==> src/rtl/cipher_stage_sequencer_if.sv <==
// Handshake and stage-control bundle for cipher_stage_sequencer.
// master = the sequencer, slave = upstream/downstream/stage environment.
interface cipher_stage_sequencer_if #(
    parameter int unsigned DATA_W = 16,
    parameter int unsigned OUT_W  = 17,
    parameter int unsigned KEY_W  = 5
);
    // Upstream requester
    logic              in_valid;
    logic              in_ready;
    logic [DATA_W-1:0] in_data;
    logic              key_load;
    logic [KEY_W-1:0]  key_in;

    // Stage datapath control
    logic              stg_start;
    logic [DATA_W-1:0] stg_in_data;
    logic [KEY_W-1:0]  stg_key;
    logic              stg1_done;
    logic              stg2_done;
    logic [OUT_W-1:0]  stg2_out;
    logic              stg_clr;

    // Downstream consumer
    logic              out_valid;
    logic              out_ready;
    logic [OUT_W-1:0]  out_data;

    // Status
    logic              busy;
    logic [7:0]        blk_count;
    logic              err;

    modport master (
        input  in_valid, in_data, key_load, key_in,
        input  stg1_done, stg2_done, stg2_out,
        input  out_ready,
        output in_ready,
        output stg_start, stg_in_data, stg_key, stg_clr,
        output out_valid, out_data,
        output busy, blk_count, err
    );

    modport slave (
        output in_valid, in_data, key_load, key_in,
        output stg1_done, stg2_done, stg2_out,
        output out_ready,
        input  in_ready,
        input  stg_start, stg_in_data, stg_key, stg_clr,
        input  out_valid, out_data,
        input  busy, blk_count, err
    );
endinterface

==> src/rtl/cipher_stage_sequencer.sv <==
// Sequences one block at a time through stage1 -> stage2, rotating the round key per block.
// Define STG_TIMEOUT_EN to add a per-stage watchdog that parks the sequencer in ERR.
module cipher_stage_sequencer #(
    parameter int unsigned DATA_W      = 16,
    parameter int unsigned OUT_W       = 17,
    parameter int unsigned KEY_W       = 5,
    parameter int unsigned CLR_CYC     = 2,
    parameter int unsigned TIMEOUT_CYC = 64
) (
    input logic                      clk2,
    input logic                      rst,
    cipher_stage_sequencer_if.master bus
);

    localparam logic [2:0] StIdle  = 3'd0;
    localparam logic [2:0] StRun1  = 3'd1;
    localparam logic [2:0] StRun2  = 3'd2;
    localparam logic [2:0] StOut   = 3'd3;
    localparam logic [2:0] StClear = 3'd4;
    localparam logic [2:0] StErr   = 3'd5;

    localparam int unsigned        CLR_W    = (CLR_CYC > 1) ? $clog2(CLR_CYC) : 1;
    localparam logic [CLR_W-1:0]   CLR_LAST = CLR_W'(CLR_CYC - 1);

    if (CLR_CYC < 1 || KEY_W < 2 || OUT_W != DATA_W + 1 || TIMEOUT_CYC < 2) begin : g_bad_params
        $error("cipher_stage_sequencer: illegal parameter combination");
    end

    logic [2:0]        state_q, state_d;
    logic              start_q, start_d;
    logic [DATA_W-1:0] data_q, data_d;
    logic [KEY_W-1:0]  key_q, key_d;
    logic [OUT_W-1:0]  res_q, res_d;
    logic [7:0]        blk_q, blk_d;
    logic [CLR_W-1:0]  clr_cnt_q, clr_cnt_d;

    logic              err_w;
    logic              wd_expired;
    logic              in_ready_w;
    logic              accept;

    assign in_ready_w = (state_q == StIdle) && !err_w;
    assign accept     = bus.in_valid && in_ready_w;

    always_comb begin
        state_d   = state_q;
        start_d   = 1'b0;
        data_d    = data_q;
        key_d     = key_q;
        res_d     = res_q;
        blk_d     = blk_q;
        clr_cnt_d = clr_cnt_q;

        case (state_q)
            StIdle: begin
                // A key loaded alongside a block applies to that block.
                if (bus.key_load) begin
                    key_d = bus.key_in;
                end
                if (accept) begin
                    data_d  = bus.in_data;
                    start_d = 1'b1;
                    state_d = StRun1;
                end
            end
            StRun1: begin
                // stg2_done is deliberately not looked at here; RUN2 re-samples it.
                if (bus.stg1_done) begin
                    state_d = StRun2;
                end else if (wd_expired) begin
                    state_d = StErr;
                end
            end
            StRun2: begin
                if (bus.stg2_done) begin
                    res_d   = bus.stg2_out;
                    state_d = StOut;
                end else if (wd_expired) begin
                    state_d = StErr;
                end
            end
            StOut: begin
                if (bus.out_ready) begin
                    key_d     = {key_q[KEY_W-2:0], key_q[KEY_W-1]};
                    blk_d     = blk_q + 8'd1;
                    clr_cnt_d = '0;
                    state_d   = StClear;
                end
            end
            StClear: begin
                if (clr_cnt_q == CLR_LAST) begin
                    state_d = StIdle;
                end else begin
                    clr_cnt_d = clr_cnt_q + CLR_W'(1);
                end
            end
            StErr: begin
                state_d = StErr;
            end
            default: begin
                state_d = StIdle;
            end
        endcase
    end

`ifdef STG_TIMEOUT_EN
    localparam int unsigned      WD_W    = $clog2(TIMEOUT_CYC);
    localparam logic [WD_W-1:0]  WD_LAST = WD_W'(TIMEOUT_CYC - 1);

    logic [WD_W-1:0] wd_q, wd_d;
    logic            in_run;

    assign in_run     = (state_q == StRun1) || (state_q == StRun2);
    assign wd_expired = in_run && (wd_q == WD_LAST);

    // Restart on every state change so RUN1 and RUN2 each get a full budget.
    always_comb begin
        wd_d = wd_q;
        if (state_d != state_q) begin
            wd_d = '0;
        end else if (in_run) begin
            wd_d = wd_q + WD_W'(1);
        end
    end

    always_ff @(posedge clk2 or posedge rst) begin
        if (rst) begin
            wd_q <= '0;
        end else begin
            wd_q <= wd_d;
        end
    end

    assign err_w = (state_q == StErr);
`else
    assign wd_expired = 1'b0;
    assign err_w      = 1'b0;
`endif

    always_ff @(posedge clk2 or posedge rst) begin
        if (rst) begin
            state_q   <= StIdle;
            start_q   <= 1'b0;
            data_q    <= '0;
            key_q     <= '0;
            res_q     <= '0;
            blk_q     <= '0;
            clr_cnt_q <= '0;
        end else begin
            state_q   <= state_d;
            start_q   <= start_d;
            data_q    <= data_d;
            key_q     <= key_d;
            res_q     <= res_d;
            blk_q     <= blk_d;
            clr_cnt_q <= clr_cnt_d;
        end
    end

    assign bus.in_ready    = in_ready_w;
    assign bus.busy        = (state_q != StIdle);
    assign bus.stg_start   = start_q;
    assign bus.stg_in_data = data_q;
    assign bus.stg_key     = key_q;
    assign bus.stg_clr     = (state_q == StClear) || (state_q == StErr);
    assign bus.out_valid   = (state_q == StOut);
    assign bus.out_data    = res_q;
    assign bus.blk_count   = blk_q;
    assign bus.err         = err_w;

endmodule

==> src/flat_wrapper.sv <==
// flat-port wrapper written by rule: the top's interface ports become plain ports
module cipher_stage_sequencer_flat 
#(
    parameter int unsigned DATA_W      = 16,
    parameter int unsigned OUT_W       = 17,
    parameter int unsigned KEY_W       = 5,
    parameter int unsigned CLR_CYC     = 2,
    parameter int unsigned TIMEOUT_CYC = 64
)
  (clk2, rst, bus_in_valid, bus_in_data, bus_key_load, bus_key_in, bus_stg1_done, bus_stg2_done, bus_stg2_out, bus_out_ready, bus_in_ready, bus_stg_start, bus_stg_in_data, bus_stg_key, bus_stg_clr, bus_out_valid, bus_out_data, bus_busy, bus_blk_count, bus_err);
  cipher_stage_sequencer_if #(.DATA_W(DATA_W), .OUT_W(OUT_W), .KEY_W(KEY_W)) bus_i ();
  input logic clk2;
  input logic rst;
  input wire logic [$bits(bus_i.in_valid)-1:0] bus_in_valid;
  input wire logic [$bits(bus_i.in_data)-1:0] bus_in_data;
  input wire logic [$bits(bus_i.key_load)-1:0] bus_key_load;
  input wire logic [$bits(bus_i.key_in)-1:0] bus_key_in;
  input wire logic [$bits(bus_i.stg1_done)-1:0] bus_stg1_done;
  input wire logic [$bits(bus_i.stg2_done)-1:0] bus_stg2_done;
  input wire logic [$bits(bus_i.stg2_out)-1:0] bus_stg2_out;
  input wire logic [$bits(bus_i.out_ready)-1:0] bus_out_ready;
  output wire logic [$bits(bus_i.in_ready)-1:0] bus_in_ready;
  output wire logic [$bits(bus_i.stg_start)-1:0] bus_stg_start;
  output wire logic [$bits(bus_i.stg_in_data)-1:0] bus_stg_in_data;
  output wire logic [$bits(bus_i.stg_key)-1:0] bus_stg_key;
  output wire logic [$bits(bus_i.stg_clr)-1:0] bus_stg_clr;
  output wire logic [$bits(bus_i.out_valid)-1:0] bus_out_valid;
  output wire logic [$bits(bus_i.out_data)-1:0] bus_out_data;
  output wire logic [$bits(bus_i.busy)-1:0] bus_busy;
  output wire logic [$bits(bus_i.blk_count)-1:0] bus_blk_count;
  output wire logic [$bits(bus_i.err)-1:0] bus_err;
  assign bus_i.in_valid = bus_in_valid;
  assign bus_i.in_data = bus_in_data;
  assign bus_i.key_load = bus_key_load;
  assign bus_i.key_in = bus_key_in;
  assign bus_i.stg1_done = bus_stg1_done;
  assign bus_i.stg2_done = bus_stg2_done;
  assign bus_i.stg2_out = bus_stg2_out;
  assign bus_i.out_ready = bus_out_ready;
  assign bus_in_ready = bus_i.in_ready;
  assign bus_stg_start = bus_i.stg_start;
  assign bus_stg_in_data = bus_i.stg_in_data;
  assign bus_stg_key = bus_i.stg_key;
  assign bus_stg_clr = bus_i.stg_clr;
  assign bus_out_valid = bus_i.out_valid;
  assign bus_out_data = bus_i.out_data;
  assign bus_busy = bus_i.busy;
  assign bus_blk_count = bus_i.blk_count;
  assign bus_err = bus_i.err;
  cipher_stage_sequencer #(.DATA_W(DATA_W), .OUT_W(OUT_W), .KEY_W(KEY_W), .CLR_CYC(CLR_CYC), .TIMEOUT_CYC(TIMEOUT_CYC)) u_core (.clk2(clk2), .rst(rst), .bus(bus_i));
endmodule
==> config.mk <==
export PLATFORM = sky130hd
export DESIGN_NAME = cipher_stage_sequencer_flat
export DESIGN_NICKNAME = d
export VERILOG_FILES = /design/src/rtl/cipher_stage_sequencer_if.sv /design/src/rtl/cipher_stage_sequencer.sv /design/src/flat_wrapper.sv
export SDC_FILE = /design/constraint.sdc
export NUM_CORES = 1
export LEC_CHECK = 0
export BUFFER_PORTS_ARGS = -buffer_cell sky130_fd_sc_hd__buf_4
export CORE_MARGIN = 2
export CORE_UTILIZATION = 50
export DETAILED_ROUTE_END_ITERATION = 8
export PLACE_DENSITY = 0.84
export SYNTH_ARGS = -nofsm -noshare
export SYNTH_HDL_FRONTEND = slang
export SYNTH_SLANG_ARGS = --single-unit
==> constraint.sdc <==
create_clock -name clk2 -period 5.6 [get_ports clk2]
set_input_delay 1.68 -clock clk2 [delete_from_list [all_inputs] [get_ports clk2]]
set_output_delay 1.68 -clock clk2 [all_outputs]
set_load 0.03 [all_outputs]
==> impl_summary.txt <==
----------------------------------------------------
[Outcome]
  Outcome ... complete, no violations

[Min path]
  Classification of the worst-slack hold path ... reg -> reg

[Timing]
  Worst clock skew on the final layout ... 0.00396 ns
  Fraction of the cycle the final worst path needs ... 56.8%
  Number of pins exceeding their max-slew limit in the final report ... 0
  Worst slew margin relative to its limit ... 31.5%
  Actual slew at the worst max-slew pin ... approximately 1.0 ns
  Setup violation total in the final timing report ... 0
  Setup TNS ... 0 ns
  Highest achievable clock rate ... 315 MHz
  RSZ-0062 raised after global routing ... false
  Worst hold margin ... 0.486 ns
  Final worst path period need ... 3.18 ns
  Hold Fails Final Rpt ... 0

[CTS]
  Sink count of the clock tree ... 51
  Cell chosen for the clock root ... sky130_fd_sc_hd__clkbuf_8
  TritonCTS clock tree ... yes
  Largest buffer count on any clock path ... 2
  Cts-stage hold buffer count ... 0
  Post-CTS Repair Setup Buffers ... 0
  PostCTS Resize Cnt ... 0
  Clock-pin slew on the worst setup and hold paths ... 0.09 ns
  Deepest level of the CTS H-tree ... 2
  Clock network latency to the later pin of the worst-skew pair ... 0.29 ns
  Num CTS Buffers ... 5

[Finish]
  Area occupied by registers ... approximately 1300 sq um
  Count of inserted antenna diode cells ... 0
  Area of combinational cells with multiple inputs ... between 800 and 900 sq um
  Filler-free cell count of the finished design ... 300
  Share of final-layout standard cells stronger than drive strength 1 ... 62.5%
  NumNets Final ... 293
  Signed area change from the synthesized netlist to the final layout ... 36.5%
  Number of inserted filler cells in the final layout ... between 300 and 400

[Setup path]
  Setup CP Type ... reg -> out
  Cell chain of the critical path ... nand3b_1, inv_1, buf_4
  Worst setup SP type ... register
  Maximum single-stage delay on the critical path ... approximately 0.60 ns
  Count of buffer and inverter cells on the critical path ... 2
  Required time of the critical path ... between 3 and 4 ns
  Kind of cell adding the most delay to the critical path ... flip-flops
  Critical Path Sink Type ... primary output
  Arrival time at the worst endpoint ... 1.50 ns
  Crit-path max FO ... 12
  Standard cell with the maximum stage delay on the critical path ... sky130_fd_sc_hd__dfrtp_1

[Yosys]
  Cell area after synthesis ... 2200 sq um
  YS warnings ... 0
  Mean post-synth cell area ... between 10 and 15 sq um
  Share of the yosys chip area belonging to registers ... 58.0%
  FF+latch count, synth ... slightly above 50
  Syn Nets ... 198
  Count of mapped cells out of synthesis ... 152
  Count of cell types in the netlist ... 32

[Detailed routing]
  First-pass iteration count of the detailed router ... 4
  Total via count in the routed design ... 1515
  Post-route antenna net violation count ... 0
  DRT Wirelength ... 4300 um
  Vias per cell ... 5.05
  DRC violation total after the first TritonRoute iteration ... 92
  Remaining design rule violation count ... 0
  Routed length per placed instance ... 14.3 um

[Floorplan]
  Number of top-level pins ... 97
  Die extent in y ... 70.3 um
  Area of the core ... roughly 4300 sq um
  Initial core utilization ... 51.2%
  Number of core rows ... 24
  Full die area ... 4950 sq um
  Floorplan die width ... approximately 70 um

[Placement]
  Detailed-placement wirelength estimate ... 3200 um
  Port buffer count ... 95
  Placed insts ... 292
  RePlAce Congestion ... 0.727

[Pwr]
  Areal power density over the cells ... 208 nW/um^2
  Leakage power of the design ... 0.00166 uW
  IR Drop Worst-Case VDD ... 155 uV

[Flow run]
  Number of maximum-capacitance constraint violations ... 0

[GRT]
  Global-route wire length before repair ... 7070 um
  Number of antenna violations at the first check in global routing ... 0
  Total routing usage reported by global routing ... 17.9%
  Maximum number of pins on one net before global-route repair ... between 50 and 60
  Aggregate global routing overflow ... 0
  Number of global-route vias before repair ... 1547

----------------------------------------------------
-- cell type report --
type	instances	share of cell area [%]
clock buffer	8	3.33
inverter	7	0.875
sequential	51	42.5
multi-input combinational	87	27.3
timing repair buffer	95	23.8
tap	52	2.17
-- layer usage --
layer	up-vias	global-route usage, %	part of all wire [%]
met2	61	29.9	50
li1	709	-	-
met5	-	0	0
met1	738	23.1	41
met4	0	5.13	1.1
met3	7	4.76	8.0
-- worst reg2reg max path: stages, from the launching register on --
cell and delay (ns):
sky130_fd_sc_hd__dfrtp_1 0.57, sky130_fd_sc_hd__nand2_1 0.15, sky130_fd_sc_hd__nor3_4 0.61, sky130_fd_sc_hd__mux2_2 0.43
-- state kept, by name, summed over array words and instances (netlist names) --
signal                  cells
u_core.bus.blk_count        8
u_core.bus.out_data        17
u_core.bus.stg_in_data     16
u_core.bus.stg_key          5
u_core.bus.stg_start        1
u_core.clr_cnt_q            1
u_core.state_q              3
-- cell families after synthesis --
kind of cell,synth area share (%)
adders and majority gates,0.569
muxes,23.9
AOI/OAI and AO/OA,2.73
and+or+nand+nor,7.17
buffers and inverters,4.66
DFF,58.0
other,0.170
xor gates and xnor gates,2.79
-- worst paths after layout --
| kind | from | to | slack, ns | cells after the start |
|---|---|---|---|---|
| min reg2reg | u_core.bus.blk_count[7]$_DFFE_PP0P_ | u_core.bus.blk_count[7]$_DFFE_PP0P_ | 0.49 | 1 |
| min in group asynchronous | rst | u_core.bus.stg_in_data[14]$_DFFE_PP0P_ | 1.64 | 2 |
| min | u_core.bus.blk_count[7]$_DFFE_PP0P_ | u_core.bus.blk_count[7]$_DFFE_PP0P_ | 0.49 | 1 |
| max | u_core.state_q[0]$_DFFE_PP0P_ | bus_out_valid | 2.42 | 3 |
| max reg2reg | u_core.state_q[1]$_DFFE_PP0P_ | u_core.bus.out_data[1]$_DFFE_PP0P_ | 3.73 | 3 |
| max in group asynchronous | rst | u_core.bus.out_data[10]$_DFFE_PP0P_ | 3.33 | 2 |
-- layout by cell type (no fill, tap or decap) --
| master | n |
|---|---|
| sky130_fd_sc_hd__a311o_1 | 1 |
| sky130_fd_sc_hd__nor3_1 | 2 |
| sky130_fd_sc_hd__or3_4 | 1 |
| sky130_fd_sc_hd__clkbuf_1 | 1 |
| sky130_fd_sc_hd__nor4_1 | 1 |
| sky130_fd_sc_hd__o21ai_0 | 2 |
| sky130_fd_sc_hd__nor3_4 | 1 |
| sky130_fd_sc_hd__nor2_1 | 3 |
| sky130_fd_sc_hd__a21oi_1 | 3 |
| sky130_fd_sc_hd__a21oi_2 | 1 |
| sky130_fd_sc_hd__dfrtp_1 | 51 |
| sky130_fd_sc_hd__nor2b_1 | 1 |
| sky130_fd_sc_hd__mux2_2 | 36 |
| sky130_fd_sc_hd__nand2_1 | 6 |
| sky130_fd_sc_hd__nand3_1 | 4 |
| sky130_fd_sc_hd__mux2_4 | 8 |
| sky130_fd_sc_hd__buf_4 | 95 |
| sky130_fd_sc_hd__nand2b_1 | 1 |
| sky130_fd_sc_hd__nand4b_2 | 1 |
| sky130_fd_sc_hd__and2_4 | 1 |
| sky130_fd_sc_hd__conb_1 | 1 |
| sky130_fd_sc_hd__inv_2 | 2 |
| sky130_fd_sc_hd__a211oi_1 | 1 |
| sky130_fd_sc_hd__xnor2_1 | 1 |
| sky130_fd_sc_hd__inv_1 | 5 |
| sky130_fd_sc_hd__or3b_2 | 1 |
| sky130_fd_sc_hd__nand3b_1 | 2 |
| sky130_fd_sc_hd__ha_1 | 1 |
| sky130_fd_sc_hd__xor2_1 | 6 |
| sky130_fd_sc_hd__clkbuf_8 | 7 |
| sky130_fd_sc_hd__a31o_2 | 1 |
-- synthesized netlist by cell type --
library cell               instances  area [sq um]
sky130_fd_sc_hd__a211oi_1          1          7.51
sky130_fd_sc_hd__a21oi_1           3          15.0
sky130_fd_sc_hd__a21oi_2           1          8.76
sky130_fd_sc_hd__a311o_1           1          10.0
sky130_fd_sc_hd__a31o_2            1          8.76
sky130_fd_sc_hd__and2_4            1          8.76
sky130_fd_sc_hd__buf_12            2          40.0
sky130_fd_sc_hd__buf_2             2          10.0
sky130_fd_sc_hd__buf_4             2          15.0
sky130_fd_sc_hd__buf_6             1          11.3
sky130_fd_sc_hd__conb_1            1          3.75
sky130_fd_sc_hd__dfrtp_1          51          1280
sky130_fd_sc_hd__ha_1              1          12.5
sky130_fd_sc_hd__inv_1             6          22.5
sky130_fd_sc_hd__inv_2             1          3.75
sky130_fd_sc_hd__mux2_2           36           405
sky130_fd_sc_hd__mux2_4            8           120
sky130_fd_sc_hd__nand2_1           6          22.5
sky130_fd_sc_hd__nand2b_1          1          6.26
sky130_fd_sc_hd__nand3_1           4          20.0
sky130_fd_sc_hd__nand3b_1          2          15.0
sky130_fd_sc_hd__nand4b_2          1          15.0
sky130_fd_sc_hd__nor2_1            3          11.3
sky130_fd_sc_hd__nor2b_1           1          6.26
sky130_fd_sc_hd__nor3_1            2          10.0
sky130_fd_sc_hd__nor3_4            1          16.3
sky130_fd_sc_hd__nor4_1            1          6.26
sky130_fd_sc_hd__o21ai_0           2          10.0
sky130_fd_sc_hd__or3_4             1          11.3
sky130_fd_sc_hd__or3b_2            1          8.76
sky130_fd_sc_hd__xnor2_1           1          8.76
sky130_fd_sc_hd__xor2_1            6          52.6
-- per-stage QoR --
step                total power, uW  setup slack, ns  util, %  area, sq um
finish                          625             2.42     69.9         3000
global route                    649             2.30     69.9         3000
CTS                             631             2.40     69.9         3000
detailed placement              410             2.57     67.6         2900
global placement                409             2.61     67.6         2900
floorplan                       385             2.69        -         2200
-- where the power goes --
group | switching (uW) | leakage [uW] | total, uW | internal, uW
clock | 111 | 0.0000515 | 223 | 113
combinational | 12.7 | 0.000910 | 33.7 | 21.0
sequential | 0 | 0.000697 | 368 | 368
Power figures use the tool's default switching activity.
